[src/rtl/i2c_pkg.sv]
// Shared I2C definitions: bus field widths and the target FSM state encoding.
package i2c_pkg;

  localparam int ADDR_W = 7;
  localparam int BYTE_W = 8;

  typedef enum logic [3:0] {
    ST_IDLE      = 4'd0,
    ST_ADDR      = 4'd1,
    ST_ADDR_ACK  = 4'd2,
    ST_RX_DATA   = 4'd3,
    ST_RX_ACK    = 4'd4,
    ST_TX_DATA   = 4'd5,
    ST_TX_ACK    = 4'd6,
    ST_WAIT_STOP = 4'd7
  } i2c_state_e;

endpackage

[src/rtl/i2c_sync_edge.sv]
// Two-flop synchronizer for one bus line, plus a third stage for edge detection.
module i2c_sync_edge (
  input  logic clk,
  input  logic rst_n,
  input  logic pin,
  output logic level,
  output logic prev,
  output logic rise,
  output logic fall
);

  logic pin_p0, pin_p1, pin_p2;

  // Idle bus lines are pulled high, so every stage resets to 1.
  always_ff @(posedge clk or negedge rst_n) begin
    if (!rst_n) begin
      pin_p0 <= 1'b1;
      pin_p1 <= 1'b1;
      pin_p2 <= 1'b1;
    end else begin
      pin_p0 <= pin;
      pin_p1 <= pin_p0;
      pin_p2 <= pin_p1;
    end
  end

  assign level = pin_p1;
  assign prev  = pin_p2;
  assign rise  = pin_p1 & ~pin_p2;
  assign fall  = ~pin_p1 & pin_p2;

endmodule

[src/rtl/i2c_subordinate.sv]
// I2C target: 7-bit address match, write-byte capture and read-byte shifting on SDA.
module i2c_subordinate
  import i2c_pkg::*;
#(
  parameter logic [ADDR_W-1:0] OWN_ADDR = 7'h01
) (
  input  logic              clk,
  input  logic              rst_n,
  input  logic              scl_in,
  input  logic              sda_in,
  output logic              sda_oe,
  input  logic [BYTE_W-1:0] tx_data,
  output logic              tx_load,
  output logic [BYTE_W-1:0] rx_data,
  output logic              rx_valid,
  output logic              busy,
  output logic              rw_flag,
  output logic [3:0]        state_out
);

  logic scl_lvl, scl_prev, scl_rise, scl_fall;
  logic sda_lvl, sda_unused, sda_rise, sda_fall;
  logic start_det, stop_det;

  i2c_sync_edge u_scl_sync (
    .clk   (clk),
    .rst_n (rst_n),
    .pin   (scl_in),
    .level (scl_lvl),
    .prev  (scl_prev),
    .rise  (scl_rise),
    .fall  (scl_fall)
  );

  i2c_sync_edge u_sda_sync (
    .clk   (clk),
    .rst_n (rst_n),
    .pin   (sda_in),
    .level (sda_lvl),
    .prev  (sda_unused),
    .rise  (sda_rise),
    .fall  (sda_fall)
  );

  // SCL must be high in both samples, so an SDA edge coincident with an SCL edge is ignored.
  assign start_det = sda_fall & scl_lvl & scl_prev;
  assign stop_det  = sda_rise & scl_lvl & scl_prev;

  i2c_state_e        state, state_n;
  logic [2:0]        bit_cnt, bit_cnt_n;
  logic [BYTE_W-1:0] shift, shift_n, shift_in;
  logic [BYTE_W-1:0] tx_shift, tx_shift_n;
  logic [BYTE_W-1:0] rx_data_n;
  logic              rx_valid_n, tx_load_n, busy_n, rw_flag_n, sda_oe_n;
  logic              pend, pend_n;

  assign shift_in = {shift[BYTE_W-2:0], sda_lvl};

  always_ff @(posedge clk or negedge rst_n) begin
    if (!rst_n) begin
      state    <= ST_IDLE;
      bit_cnt  <= 3'd7;
      shift    <= '0;
      tx_shift <= '0;
      rx_data  <= '0;
      rx_valid <= 1'b0;
      tx_load  <= 1'b0;
      busy     <= 1'b0;
      rw_flag  <= 1'b0;
      sda_oe   <= 1'b0;
      pend     <= 1'b0;
    end else begin
      state    <= state_n;
      bit_cnt  <= bit_cnt_n;
      shift    <= shift_n;
      tx_shift <= tx_shift_n;
      rx_data  <= rx_data_n;
      rx_valid <= rx_valid_n;
      tx_load  <= tx_load_n;
      busy     <= busy_n;
      rw_flag  <= rw_flag_n;
      sda_oe   <= sda_oe_n;
      pend     <= pend_n;
    end
  end

  // pend marks a completed byte (ADDR/RX_DATA) or an ACKed, reloaded byte (TX_ACK)
  // waiting for the next SCL fall, since SDA may only change while SCL is low.
  always_comb begin
    state_n    = state;
    bit_cnt_n  = bit_cnt;
    shift_n    = shift;
    tx_shift_n = tx_shift;
    rx_data_n  = rx_data;
    rx_valid_n = 1'b0;
    tx_load_n  = 1'b0;
    busy_n     = busy;
    rw_flag_n  = rw_flag;
    sda_oe_n   = sda_oe;
    pend_n     = pend;

    if (stop_det) begin
      state_n  = ST_IDLE;
      bit_cnt_n = 3'd7;
      sda_oe_n = 1'b0;
      busy_n   = 1'b0;
      pend_n   = 1'b0;
    end else if (start_det) begin
      state_n   = ST_ADDR;
      bit_cnt_n = 3'd7;
      sda_oe_n  = 1'b0;
      pend_n    = 1'b0;
    end else begin
      case (state)
        ST_ADDR, ST_RX_DATA: begin
          if (scl_rise) begin
            shift_n   = shift_in;
            bit_cnt_n = bit_cnt - 3'd1;
            if (bit_cnt == 3'd0) begin
              pend_n = 1'b1;
              if (state == ST_RX_DATA) begin
                rx_data_n  = shift_in;
                rx_valid_n = 1'b1;
              end
            end
          end else if (scl_fall && pend) begin
            pend_n = 1'b0;
            if (state == ST_RX_DATA) begin
              state_n  = ST_RX_ACK;
              sda_oe_n = 1'b1;
            end else if (shift[BYTE_W-1:1] == OWN_ADDR) begin
              state_n   = ST_ADDR_ACK;
              sda_oe_n  = 1'b1;
              rw_flag_n = shift[0];
              busy_n    = 1'b1;
            end else begin
              state_n  = ST_WAIT_STOP;
              sda_oe_n = 1'b0;
              busy_n   = 1'b0;
            end
          end
        end

        ST_ADDR_ACK: begin
          if (scl_fall) begin
            bit_cnt_n = 3'd7;
            if (rw_flag) begin
              state_n    = ST_TX_DATA;
              tx_shift_n = tx_data;
              tx_load_n  = 1'b1;
              sda_oe_n   = ~tx_data[BYTE_W-1];
            end else begin
              state_n  = ST_RX_DATA;
              sda_oe_n = 1'b0;
            end
          end
        end

        ST_RX_ACK: begin
          if (scl_fall) begin
            state_n  = ST_RX_DATA;
            sda_oe_n = 1'b0;
          end
        end

        ST_TX_DATA: begin
          if (scl_fall) begin
            if (bit_cnt == 3'd0) begin
              state_n   = ST_TX_ACK;
              bit_cnt_n = 3'd7;
              sda_oe_n  = 1'b0;
            end else begin
              bit_cnt_n = bit_cnt - 3'd1;
              sda_oe_n  = ~tx_shift[bit_cnt_n];
            end
          end
        end

        ST_TX_ACK: begin
          if (scl_rise) begin
            if (!sda_lvl) begin
              tx_shift_n = tx_data;
              tx_load_n  = 1'b1;
              pend_n     = 1'b1;
            end else begin
              state_n  = ST_WAIT_STOP;
              sda_oe_n = 1'b0;
            end
          end else if (scl_fall && pend) begin
            pend_n    = 1'b0;
            state_n   = ST_TX_DATA;
            bit_cnt_n = 3'd7;
            sda_oe_n  = ~tx_shift[BYTE_W-1];
          end
        end

        default: ;
      endcase
    end
  end

  assign state_out = state;

endmodule

[config.mk]
export PLATFORM = sky130hd
export DESIGN_NAME = i2c_subordinate
export DESIGN_NICKNAME = d
export VERILOG_FILES = /design/src/rtl/i2c_pkg.sv /design/src/rtl/i2c_sync_edge.sv /design/src/rtl/i2c_subordinate.sv
export SDC_FILE = /design/constraint.sdc
export NUM_CORES = 1
export LEC_CHECK = 0
export ABC_AREA = 1
export ABC_CLOCK_PERIOD_IN_PS = 2300
export BUFFER_PORTS_ARGS = -buffer_cell sky130_fd_sc_hd__buf_2
export CORE_AREA = 2 2 61 77
export CTS_BUF_LIST = sky130_fd_sc_hd__clkbuf_4 sky130_fd_sc_hd__clkbuf_8 sky130_fd_sc_hd__clkbuf_16
export DETAILED_ROUTE_END_ITERATION = 12
export DIE_AREA = 0 0 63 79
export HOLD_SLACK_MARGIN = 0.03
export PLACE_DENSITY = 0.86
export RECOVER_POWER = 50
export SLEW_MARGIN = 10
export SYNTH_ARGS = -nofsm -noshare
export SYNTH_HDL_FRONTEND = slang
export SYNTH_HIERARCHICAL = 1
export SYNTH_SLANG_ARGS = --single-unit
export TNS_END_PERCENT = 30
[constraint.sdc]
create_clock -name clk -period 2.3 [get_ports clk]
set_clock_uncertainty 0.2 [all_clocks]
set_input_delay 0.115 -clock clk [delete_from_list [all_inputs] [get_ports clk]]
set_output_delay 0.115 -clock clk [all_outputs]
set_load 0.02 [all_outputs]
Word-level counts from Yosys, hierarchy flattened
Cells that the tools add are included.

Flip-flop bits (word level): 43. Output and inout bits: 17. Logic and storage cells: 156.

$add $sub $neg: 1. $lt $le $gt $ge: 1. Equality and inequality tests: 27. Multiplexer cells: 73. Bitwise gates (word level): 19. Reduce and logical (&&, ||, !) cells: 18.

Operators by type and width (count): 4-bit 2-to-1 mux (11); 1-bit 2-to-1 mux (40); 4-bit != test (second input constant) (9); 3-bit 2-to-1 mux (11); 8-bit 2-to-1 mux (4); 4-bit case mux with 5 select lines (1); 8-bit case mux with 2 select lines (1); 5-bit != test (second input constant) (3); 7-bit AND reduction (2); 4-bit by 3-bit == test with 1-bit output (second input constant) (3); 3-bit case mux with 4 select lines (1); 6-bit AND reduction (2); 1-bit NOT (11); 2-bit != test (second input constant) (5); 9-bit AND reduction (1); 1-bit AND (8); 4-bit by 2-bit == test with 1-bit output (second input constant) (2); 8-bit AND reduction (1); 7-bit by 1-bit == test with 1-bit output (second input constant) (1); 7-bit nonzero test (1); 2-bit nonzero test (3); 6-bit nonzero test (1); 5-bit by 4-bit != test with 1-bit output (second input constant) (1); 1-bit case mux with 5 select lines (1); other kinds (13) (15).

Depth between registers and ports, before layout
Gate-level depths: netlist of the first run.

Depth after elaboration: 9. Mapped depth: 11.

By module
Netlist of the first run, hierarchy kept.

Modules (own cells, without submodules): i2c_subordinate (times used 1, cells each 278, area each 2140.8 um2, sequential area each 904.6 um2); i2c_sync_edge (times used 2, cells each 7, area each 93.8 um2, sequential area each 78.8 um2).

Worst setup path after synthesis of the first run
Ideal clock, no wire load.

Kind: register -> register. From: register u_sda_sync.pin_p1, in the netlist u_sda_sync/level. To: register state[0], in the netlist state_out[0]. Arrival: 1.487 ns. Path slack: 0.497 ns. Stages on the path, launching flop included: 12. Buffers on the path: 0. Cell sequence: dfstp_2 inv_1 nor2_1 nand3_1 inv_1 nor2_1 nand2_4 nand2_2 nor2_2 nand2_2 nand2_1 nand2_1.

Elaborated cells between the ends (all ways): 19.

RTL lines: start: declaration (line i2c_sync_edge.sv:12) `logic pin_p0, pin_p1, pin_p2;`; start signal: assignment (line i2c_sync_edge.sv:22) `pin_p1 <= pin_p0;`; 1-bit AND (*) (line i2c_sync_edge.sv:29) `assign rise = pin_p1 & ~pin_p2;`; net sda_rise (line i2c_subordinate.sv:22) `logic sda_lvl, sda_unused, sda_rise, sda_fall;`; 1-bit AND (*) (2 in series) (line i2c_subordinate.sv:47) `assign stop_det = sda_rise & scl_lvl & scl_prev;`; 5-bit by 4-bit != test with 1-bit output (no source line), or another cell as far along; 9-bit AND reduction (no source line); end signal: assignment (line i2c_subordinate.sv:73) `state <= state_n;`; end: declaration (line i2c_subordinate.sv:49) `i2c_state_e state, state_n;`.

Mark *: on every way through the listed nets, which the timed path passes. The rest lies on a longest branch. A chain may end at the register's enable or synchronous reset.

Worst setup path after layout of the first run
From: register u_sda_sync.pin_p1, in the netlist u_sda_sync/level. To: register state[2], in the netlist state_out[2].

Same word-level chain as after synthesis.

==> results of run 1 <==
==> Yosys cell counts (2+ instances only) <==
| library cell | instances |
|---|---|
| inv_1 | 29 |
| nand3_4 | 2 |
| a21oi_1 | 7 |
| nor2_2 | 3 |
| dfrtp_1 | 33 |
| o21ai_0 | 18 |
| nor3_1 | 2 |
| dfstp_2 | 9 |
| inv_6 | 2 |
| nor2_1 | 31 |
| buf_6 | 4 |
| nand2_4 | 2 |
| buf_4 | 3 |
| o21ai_1 | 2 |
| o211ai_1 | 3 |
| o21ai_2 | 8 |
| nand3b_1 | 2 |
| nand2_1 | 90 |
| nand2_2 | 5 |
| nand3_1 | 21 |
| nor2_4 | 2 |
| ha_1 | 2 |
| nand3_2 | 2 |
==> worst max-delay path by stage <==
stage | startpoint | end | cells after the start
floorplan | u_sda_sync/level | state_out[0] | 11
global placement | u_sda_sync/level | state_out[1] | 11
detailed placement | u_sda_sync/level | state_out[2] | 11
CTS | u_sda_sync/level | state_out[2] | 11
global route | u_sda_sync/level | state_out[2] | 11
finish | u_sda_sync/level | state_out[2] | 11
==> stage by stage <==
| step | setup slack (ns) | cell area (um2) | instances | hold slack, ns |
|---|---|---|---|---|
| 6_report | 0.187 | 2690 | 393 | 0.160 |
| 5_1_grt | 0.0151 | 2690 | 393 | 0.164 |
| 4_1_cts | 0.133 | 2710 | 393 | 0.158 |
| 3_5_place_dp | 0.135 | 2500 | 374 | -0.0479 |
| 3_3_place_gp | 0.183 | 2500 | 374 | -0.0529 |
| 2_1_floorplan | 0.497 | 2330 | 292 | -0.381 |
==> logic make-up after synthesis <==
group,count (synthesis),share of synthesized area (%)
buf+inv,41,9.08
other cells,1,0.161
simple gates,167,33.4
fa+ha+maj,2,1.07
flops,42,45.6
compound gates,39,10.7
==> what timing repair did <==
item / 4_1_cts / 5_1_grt
endpoints found under the hold margin: 35 / 0
hold buffers: 11 / 0
gates resized for setup: 0 / 1
endpoints found under the setup margin: 0 / 3
buffers inserted: 0 / 0
==> layer usage <==
layer  GRT usage [%]  up-vias
met1            27.4      966
met3            5.38       21
met2            38.0       69
met4            15.3        0
li1                -     1001
met5               0        -
==> sequential cells by signal, summed over array words and instances, names as in the netlist, 3 cells and up <==
name       count
rx_data        8
shift          8
tx_shift       8
bit_cnt        3
state_out      3
==> critical path: stages, from the launching register on <==
cell and delay, ns:
dfstp_2 0.59, inv_1 0.05, nor2_1 0.15, nand3_2 0.16
inv_1 0.11, nor2_1 0.08, nand2_4 0.16, nand2_2 0.08
nor2_2 0.21, nand2_2 0.09, nand2_1 0.06, nand2_1 0.07
==> layout by cell type (no fill, tap or decap), drive strengths merged <==
cell and count:
a21oi 7, and2 1, buf 17, clkbuf 21, clkinv 2, clkinvlp 1, conb 1, dfrtp 33
dfstp 9, dlygate4sd3 11, ha 2, inv 32, nand2 97, nand3 25, nand3b 2, nand4 2
nor2 36, nor3 3, nor3b 1, o211ai 3, o21ai 28, o31ai 1
==> final cells by class <==
class                           count  area [um2]  area share (%)
Inverter                           33         139            5.16
Multi-Input combinational cell    209        1060            39.4
Clock buffer                        6        82.6            3.07
Sequential cell                    42        1060            39.5
Timing Repair Buffer               43         262            9.72
Clock inverter                      2        12.5           0.465
Tap cell                           58        72.6            2.70
==> power by group through the flow <==
stage	Combinational (mW)	Sequential, mW	Clock (mW)
2_1_floorplan	1.21	1.16	0
4_1_cts	1.51	1.19	0.521
5_1_grt	1.72	1.23	0.548
3_3_place_gp	1.42	1.19	0
3_5_place_dp	1.48	1.20	0
6_report	1.50	1.20	0.511
==> metrics.csv, run 1 <==
metric,value,unit
postSynthAreaPerCell,7.97,um2
grt_max_degree,28,
ys_types,33,
r2r_slack,0.19,ns
hp-class,register to register,
worstPathArrival,2.12,ns
clock_latency,0.31,ns
power.density,1190,mW/mm2
port-buffer-count,27,
cp-start-kind,register,
grt_pass1_wl,8980,um
rsz0062_at_grt,no,
peakVddDrop,0.000572,V
drt_iter0_markers,100,
fin_util,62.7,%
antenna_found_initial,0,
fin_crit,2.11,ns
grt_remaining_overflow,0,
ioPinCount,29,
synth_warnings,6,
seqPwrFrac,37.3,%
intPower,1.73,mW
cts_max_path_buffers,2,
dpl.hpwl,3670,um
wl_met3,259,um
yosysTopAreaCellShare,35.5,%
whs_endpoint,u_sda_sync/level,
dr_wl_met2,2620,um
p_sw,1.48,mW
netlist_area,0.00233,mm2
synth_area_leaders,"dfrtp_1 (35%), nand2_1 (15%), dfstp_2 (10%), nor2_1 (5.0%), inv_1 (4.7%)",
drive_above_1_share,20.0,%
drtAntennaViolNets,0,
maxCapViolCount,0,
cts_tree,yes,
top_layer,met4,
die_w,63,um
grt_pass1_vias,2067,
h-tree-depth,2,
netlist_instances,292,
synth_seq_cells,42,
rows,27,
nets,348,
async_flop_share,100,%
die_h,79,um
switching_share,46.2,%
num_vias,2057,
setup_viol,0,
power.leakage,1.34,nW
die-area,0.00498,mm2
clockPowerShare,15.9,%
vias_per_cell,5.23,
slew_violations,0,
finalPower,3.21,mW
status,completed,
synth.net_count,306,
drt-met1-wl,2100,um
synth_top_cell_by_area,dfrtp_1,
worst_pin_slew,1.42,ns
r2r-start,u_sda_sync/level,
cts_buffers,5,
yosysSeqAreaShare,45.6,%
crit_path_max_fanout,18,
fmaxAchievable,473,MHz
n_antenna_cell,0,
crit_type,register to register,
clock_sinks,42,
n_fill_cell,368,
gp_congestion,0.907,
maxSlewHeadroom,5.62,%
drt_pass1_iterations,4,
drt-total-wl,5160,um
syn_to_final_growth,15.5,%
synth_flop_cell,dfrtp_1,
combPwrFrac,46.8,%
cp-end-kind,register,
rr_worst_depth,11,
hold_violations,0,
synth_edf_count,0,
groute.usage.overall,23.3,%
cp.required,2.30,ns
wl_per_cell,13.1,um
drc,0,
root_buffer,clkbuf_8,
timing.rr.end,state_out[2],
final.period_utilization,91.9,%
worstHoldPathCells,0,
worstHoldStart,u_sda_sync/pin_p0,
start_util,54.3,%
fp.coreArea,0.00429,mm2
clk_pin_slew,0.09,ns
setup_tns,0,ns
(Power assumes the default switching activity.)
==> run 2: changes to the inputs <==
--- a/config.mk
+++ b/config.mk
@@ -5,13 +5,12 @@
 export SDC_FILE = /design/constraint.sdc
 export NUM_CORES = 1
 export LEC_CHECK = 0
-export ABC_AREA = 1
 export ABC_CLOCK_PERIOD_IN_PS = 2300
 export BUFFER_PORTS_ARGS = -buffer_cell sky130_fd_sc_hd__buf_2
-export CORE_AREA = 2 2 61 77
+export CORE_AREA = 2 2 58 74
 export CTS_BUF_LIST = sky130_fd_sc_hd__clkbuf_4 sky130_fd_sc_hd__clkbuf_8 sky130_fd_sc_hd__clkbuf_16
 export DETAILED_ROUTE_END_ITERATION = 12
-export DIE_AREA = 0 0 63 79
+export DIE_AREA = 0 0 60 76
 export HOLD_SLACK_MARGIN = 0.03
 export PLACE_DENSITY = 0.86
 export RECOVER_POWER = 50
==> metrics.csv, run 2 <==
metric,value,unit
status,completed,
vias_per_cell,5.51,
cp-end-kind,register,
worstPathArrival,2.26,ns
drt-total-wl,4130,um
grt_pass1_wl,6900,um
ioPinCount,29,
r2r_slack,0.07,ns
nets,245,
die_h,76,um
fin_crit,2.23,ns
die-area,0.00456,mm2
final_cell_area,0.00263,mm2
setup_tns,0,ns
drtAntennaViolNets,0,
yosysTopAreaCellShare,39.3,%
cts_buffers,5,
synth_top_cell_by_area,dfrtp_1,
postSynthAreaPerCell,11.9,um2
cp.required,2.33,ns
num_vias,1588,
clk_pin_slew,0.08,ns
setup_ws,0.0701,ns
layout_commonest_cell,dfrtp_1,
place_area,0.00239,mm2
root_buffer,clkbuf_8,
worst_pin_slew,1.00,ns
critPathTopFamily,compound AO/OA/AOI/OAI gates,
yosys-top-cells-count,"dfrtp_1 (33), mux2_2 (25), a21oi_1 (9), dfstp_2 (9), nand2_1 (9)",
power.leakage,1.19,nW
peakVddDrop,0.000750,V
syn_to_final_growth,25.1,%
crit_type,register to register,
slew_violations,0,
cts_tree,yes,
reg_top3,"rx_data (8), shift (8), tx_shift (8)",
maxSlewHeadroom,33.2,%
h-tree-depth,2,
final_cell_mix,"dfrtp_1 (33), mux2_2 (25), buf_4 (15)",
start_util,53.4,%
pre_cts_slack,-0.000341,ns
cts_setup_buffers,0,
rsz0062_at_grt,no,
clock_sinks,42,
finalPower,2.99,mW
worstPathCellList,and2b_2 -> o211a_1 -> buf_4 -> a221oi_1 -> buf_4 -> a21oi_1 -> o21a_1,
drt_iter0_markers,60,
hp-class,register to register,
synth_most_common_cell,dfrtp_1,
groute.usage.overall,20.1,%
worst_path_most_repeated_cell,buf_4,
fp.coreArea,0.00394,mm2
final.period_utilization,97.0,%
whs_endpoint,u_sda_sync/level,
gp_congestion,0.817,
worstHoldStart,u_sda_sync/pin_p0,
synth_warnings,6,
synth_seq_cells,42,
netlist_area,0.00210,mm2
rows,26,
yosysSeqAreaShare,50.5,%
n_antenna_cell,0,
power.density,1140,mW/mm2
fmaxAchievable,448,MHz
grt_max_degree,43,
timing.rr.end,bit_cnt[2],
drc,0,
synth_edf_count,0,
r2r-start,u_sda_sync/level,
antenna_found_initial,0,
hold_violations,0,
setup_viol,0,
synth_area_leaders,"dfrtp_1 (39%), mux2_2 (13%), dfstp_2 (11%), a21oi_1 (2.1%), mux4_2 (2.1%)",
cts_max_path_buffers,2,
drt_pass1_iterations,4,
grt_pass1_vias,1499,
synth.net_count,191,
grt_remaining_overflow,0,
rr_worst_depth,7,
slowest_stage,dfstp_2,
die_w,60,um
worst-path-buf-inv,2,
clock_latency,0.31,ns
maxCapViolCount,0,
netlist_instances,177,
port-buffer-count,27,
drive_above_1_share,37.9,%
critPathMaxStageDelay,0.55,ns
async_flop_share,100,%
worstHoldPathCells,0,
crit_path_max_fanout,7,
wl_per_cell,14.4,um
cp-start-kind,register,
ys_types,48,
synth_flop_cell,dfrtp_1,
dpl.hpwl,2890,um
-- run 2: layout make-up --
type,instances,area [um2]
Clock inverter,3,43.8
Inverter,7,26.3
Sequential cell,42,1060
Tap cell,56,70.1
Fill cell,292,1310
Multi-Input combinational cell,120,985
Clock buffer,5,68.8
Timing Repair Buffer,55,373
-- run 2: kinds of logic (layout without fill, tap and decap cells) --
family / after synthesis / in the layout / synth area share [%]
and+or+nand+nor: 51 / 51 / 15.6
DFF: 42 / 42 / 50.5
muxes: 30 / 30 / 17.0
adders and majority gates: 2 / 2 / 1.19
buffers and inverters: 15 / 70 / 3.87
other: 1 / 1 / 0.178
xor gates and xnor gates: 2 / 2 / 0.833
AOI/OAI and AO/OA: 34 / 34 / 10.8
-- run 2: worst max-delay path by stage --
stage / from / endpoint / slack (ns) / cells past startpoint
2_1_floorplan: u_sda_sync/level / rx_data[0] / -0.18 / 7
6_report: u_sda_sync/level / bit_cnt[2] / 0.07 / 7
4_1_cts: bit_cnt[0] / sda_oe / 0.03 / 6
5_1_grt: u_sda_sync/level / rx_data[3] / 0.01 / 6
3_3_place_gp: bit_cnt[0] / sda_oe / 0.03 / 6
3_5_place_dp: bit_cnt[0] / sda_oe / -0.0003 / 6
-- run 2: through the flow --
stage               hold WS, ns  cells  utilization (%)
floorplan                -0.381    177                -
global placement         0.0205    269             60.8
detailed placement       0.0213    269             60.8
CTS                       0.154    288             66.8
global route              0.157    288             66.8
finish                    0.151    288             66.8
-- run 2: per-layer routing --
layer	vias up	track usage, %	share of wire [%]
met3	10	4.07	3.9
met5	-	0	0
met1	783	26.7	43
li1	754	-	-
met4	0	9.33	2.3
met2	41	31.0	51
-- run 2: what timing repair did --
action	CTS	global route
hold endpoints to repair	43	0
hold buffers	11	0
endpoints found under the setup margin	1	12
pin swaps	0	3
resized for setup	1	6
-- run 2: report_power, final --
group | switching [mW] | internal, mW
registers | 0.228 | 0.973
logic | 0.581 | 0.613
clock network | 0.269 | 0.325
total | 1.08 | 1.91
==> run 3: changes to the inputs <==
--- a/config.mk
+++ b/config.mk
@@ -5,14 +5,14 @@
 export SDC_FILE = /design/constraint.sdc
 export NUM_CORES = 1
 export LEC_CHECK = 0
-export ABC_CLOCK_PERIOD_IN_PS = 2300
+export ABC_CLOCK_PERIOD_IN_PS = 2600
 export BUFFER_PORTS_ARGS = -buffer_cell sky130_fd_sc_hd__buf_2
-export CORE_AREA = 2 2 58 74
+export CORE_AREA = 2 2 56 71
 export CTS_BUF_LIST = sky130_fd_sc_hd__clkbuf_4 sky130_fd_sc_hd__clkbuf_8 sky130_fd_sc_hd__clkbuf_16
 export DETAILED_ROUTE_END_ITERATION = 12
-export DIE_AREA = 0 0 60 76
+export DIE_AREA = 0 0 58 73
 export HOLD_SLACK_MARGIN = 0.03
-export PLACE_DENSITY = 0.86
+export PLACE_DENSITY = 0.92
 export RECOVER_POWER = 50
 export SLEW_MARGIN = 10
 export SYNTH_ARGS = -nofsm -noshare
==> constraint.sdc (replaced) <==
create_clock -name clk -period 2.6 [get_ports clk]
set_clock_uncertainty 0.2 [all_clocks]
set_input_delay 0.13 -clock clk [delete_from_list [all_inputs] [get_ports clk]]
set_output_delay 0.13 -clock clk [all_outputs]
set_load 0.02 [all_outputs]
==> metrics.csv, run 3 (synthesized netlist as in run 2, its figures left out) <==
metric,value,unit
status,completed,
cts_hold_buffers,11,
rows,25,
final_cell_area,0.00248,mm2
clock_latency,0.30,ns
reg_top3,"rx_data (8), shift (8), tx_shift (8)",
critPathTopFamily,simple AND/OR/NAND/NOR gates,
final_cell_mix,"dfrtp_1 (33), mux2_2 (25), clkbuf_1 (14)",
cts_max_path_buffers,2,
worst_pin_slew,0.988,ns
hold_violations,0,
clock_sinks,42,
startpoint,u_scl_sync/level,
hp-class,register to register,
wl_per_cell,16.6,um
cp.required,2.59,ns
gp_congestion,0.964,
worstPathArrival,2.43,ns
setup_viol,0,
r2r-start,u_scl_sync/level,
hold_ws,0.165,ns
grt_pass1_vias,1504,
die_w,58,um
start_util,57.9,%
groute.usage.overall,23.1,%
vias_per_cell,5.85,
fin_crit,2.45,ns
rsz0062_at_grt,no,
crit_path_max_fanout,9,
antenna_found_initial,0,
dpl.hpwl,3020,um
post_cts_resized,0,
worst-path-buf-inv,1,
die_h,73,um
h-tree-depth,2,
critPathMaxStageDelay,0.60,ns
cts_buffers,5,
drt_iter0_markers,57,
root_buffer,clkbuf_8,
slew_violations,0,
grt_remaining_overflow,0,
drt-total-wl,4360,um
nets,236,
cts_setup_buffers,0,
drtAntennaViolNets,0,
slowest_stage,dfstp_2,
grt_max_degree,43,
grt_pass1_wl,7300,um
cp-start-kind,register,
place_area,0.00229,mm2
cp-end-kind,register,
setup_tns,0,ns
worstHoldStart,u_scl_sync/pin_p0,
place_inst,244,
ioPinCount,29,
fp.coreArea,0.00363,mm2
final.period_utilization,94.1,%
n_antenna_cell,0,
syn_to_final_growth,18.2,%
cts_tree,yes,
worstPathCellList,nor2b_1 -> inv_1 -> nor4_4 -> and3_1 -> mux2_2,
maxSlewHeadroom,34.1,%
drt_pass1_iterations,5,
fmaxAchievable,409,MHz
peakVddDrop,0.000767,V
n_fill_cell,261,
die-area,0.00423,mm2
power.leakage,1.14,nW
port-buffer-count,27,
crit_type,register to register,
maxCapViolCount,0,
num_vias,1539,
clk_pin_slew,0.08,ns
final_cells,263,
layout_commonest_cell,dfrtp_1,
power.density,1010,mW/mm2
drc,0,
drive_above_1_share,31.8,%
[run 3: worst reg2reg max path, stage by stage (launching register included)]
cell	delay, ns
dfstp_2	0.60
nor2b_1	0.27
inv_1	0.14
nor4_4	0.26
and3_1	0.45
mux2_2	0.40
[run 3: cell type report]
cell class                 instances  area, um2  area share [%]
timing repair buffer              46        288            11.6
sequential                        42       1060            42.8
tap                               40       50.0            2.02
inverter                           7       26.3            1.06
multi-input combinational        120        958            38.6
clock inverter                     1       8.76           0.353
clock buffer                       7       90.1            3.63
[run 3: final timing paths]
kind                                          to  slack [ns]  depth (start not counted)
worst max-delay path                  rx_data[0]        0.15                          5
worst min-delay path            u_scl_sync/level        0.16                          0
worst max register to register        rx_data[0]        0.15                          5
worst min register to register  u_scl_sync/level        0.16                          0
max in group asynchronous               shift[4]        1.26                          2
min in group asynchronous            tx_shift[3]        0.33                          2
[run 3: stage by stage]
step	utilization (%)	total power [mW]	setup slack, ns
4_1_cts	68.9	2.52	0.152
3_5_place_dp	63.2	2.04	0.165
3_3_place_gp	63.2	1.98	0.247
6_report	68.4	2.50	0.154
5_1_grt	68.4	2.67	0.0412
2_1_floorplan	-	1.78	0.118
[run 3: report_power, final]
part,internal [mW],switching (mW)
Clock,0.230,0.226
Sequential,0.861,0.216
Combinational,0.477,0.490
Total,1.57,0.932
[run 3: layer usage]
| layer | vias up | GRT usage [%] | wire length [um] |
|---|---|---|---|
| li1 | 733 | - | - |
| met1 | 748 | 28.9 | 1760 |
| met2 | 46 | 37.4 | 2290 |
| met3 | 12 | 4.43 | 172 |
| met4 | 0 | 12.7 | 133 |
| met5 | - | 0 | 0 |
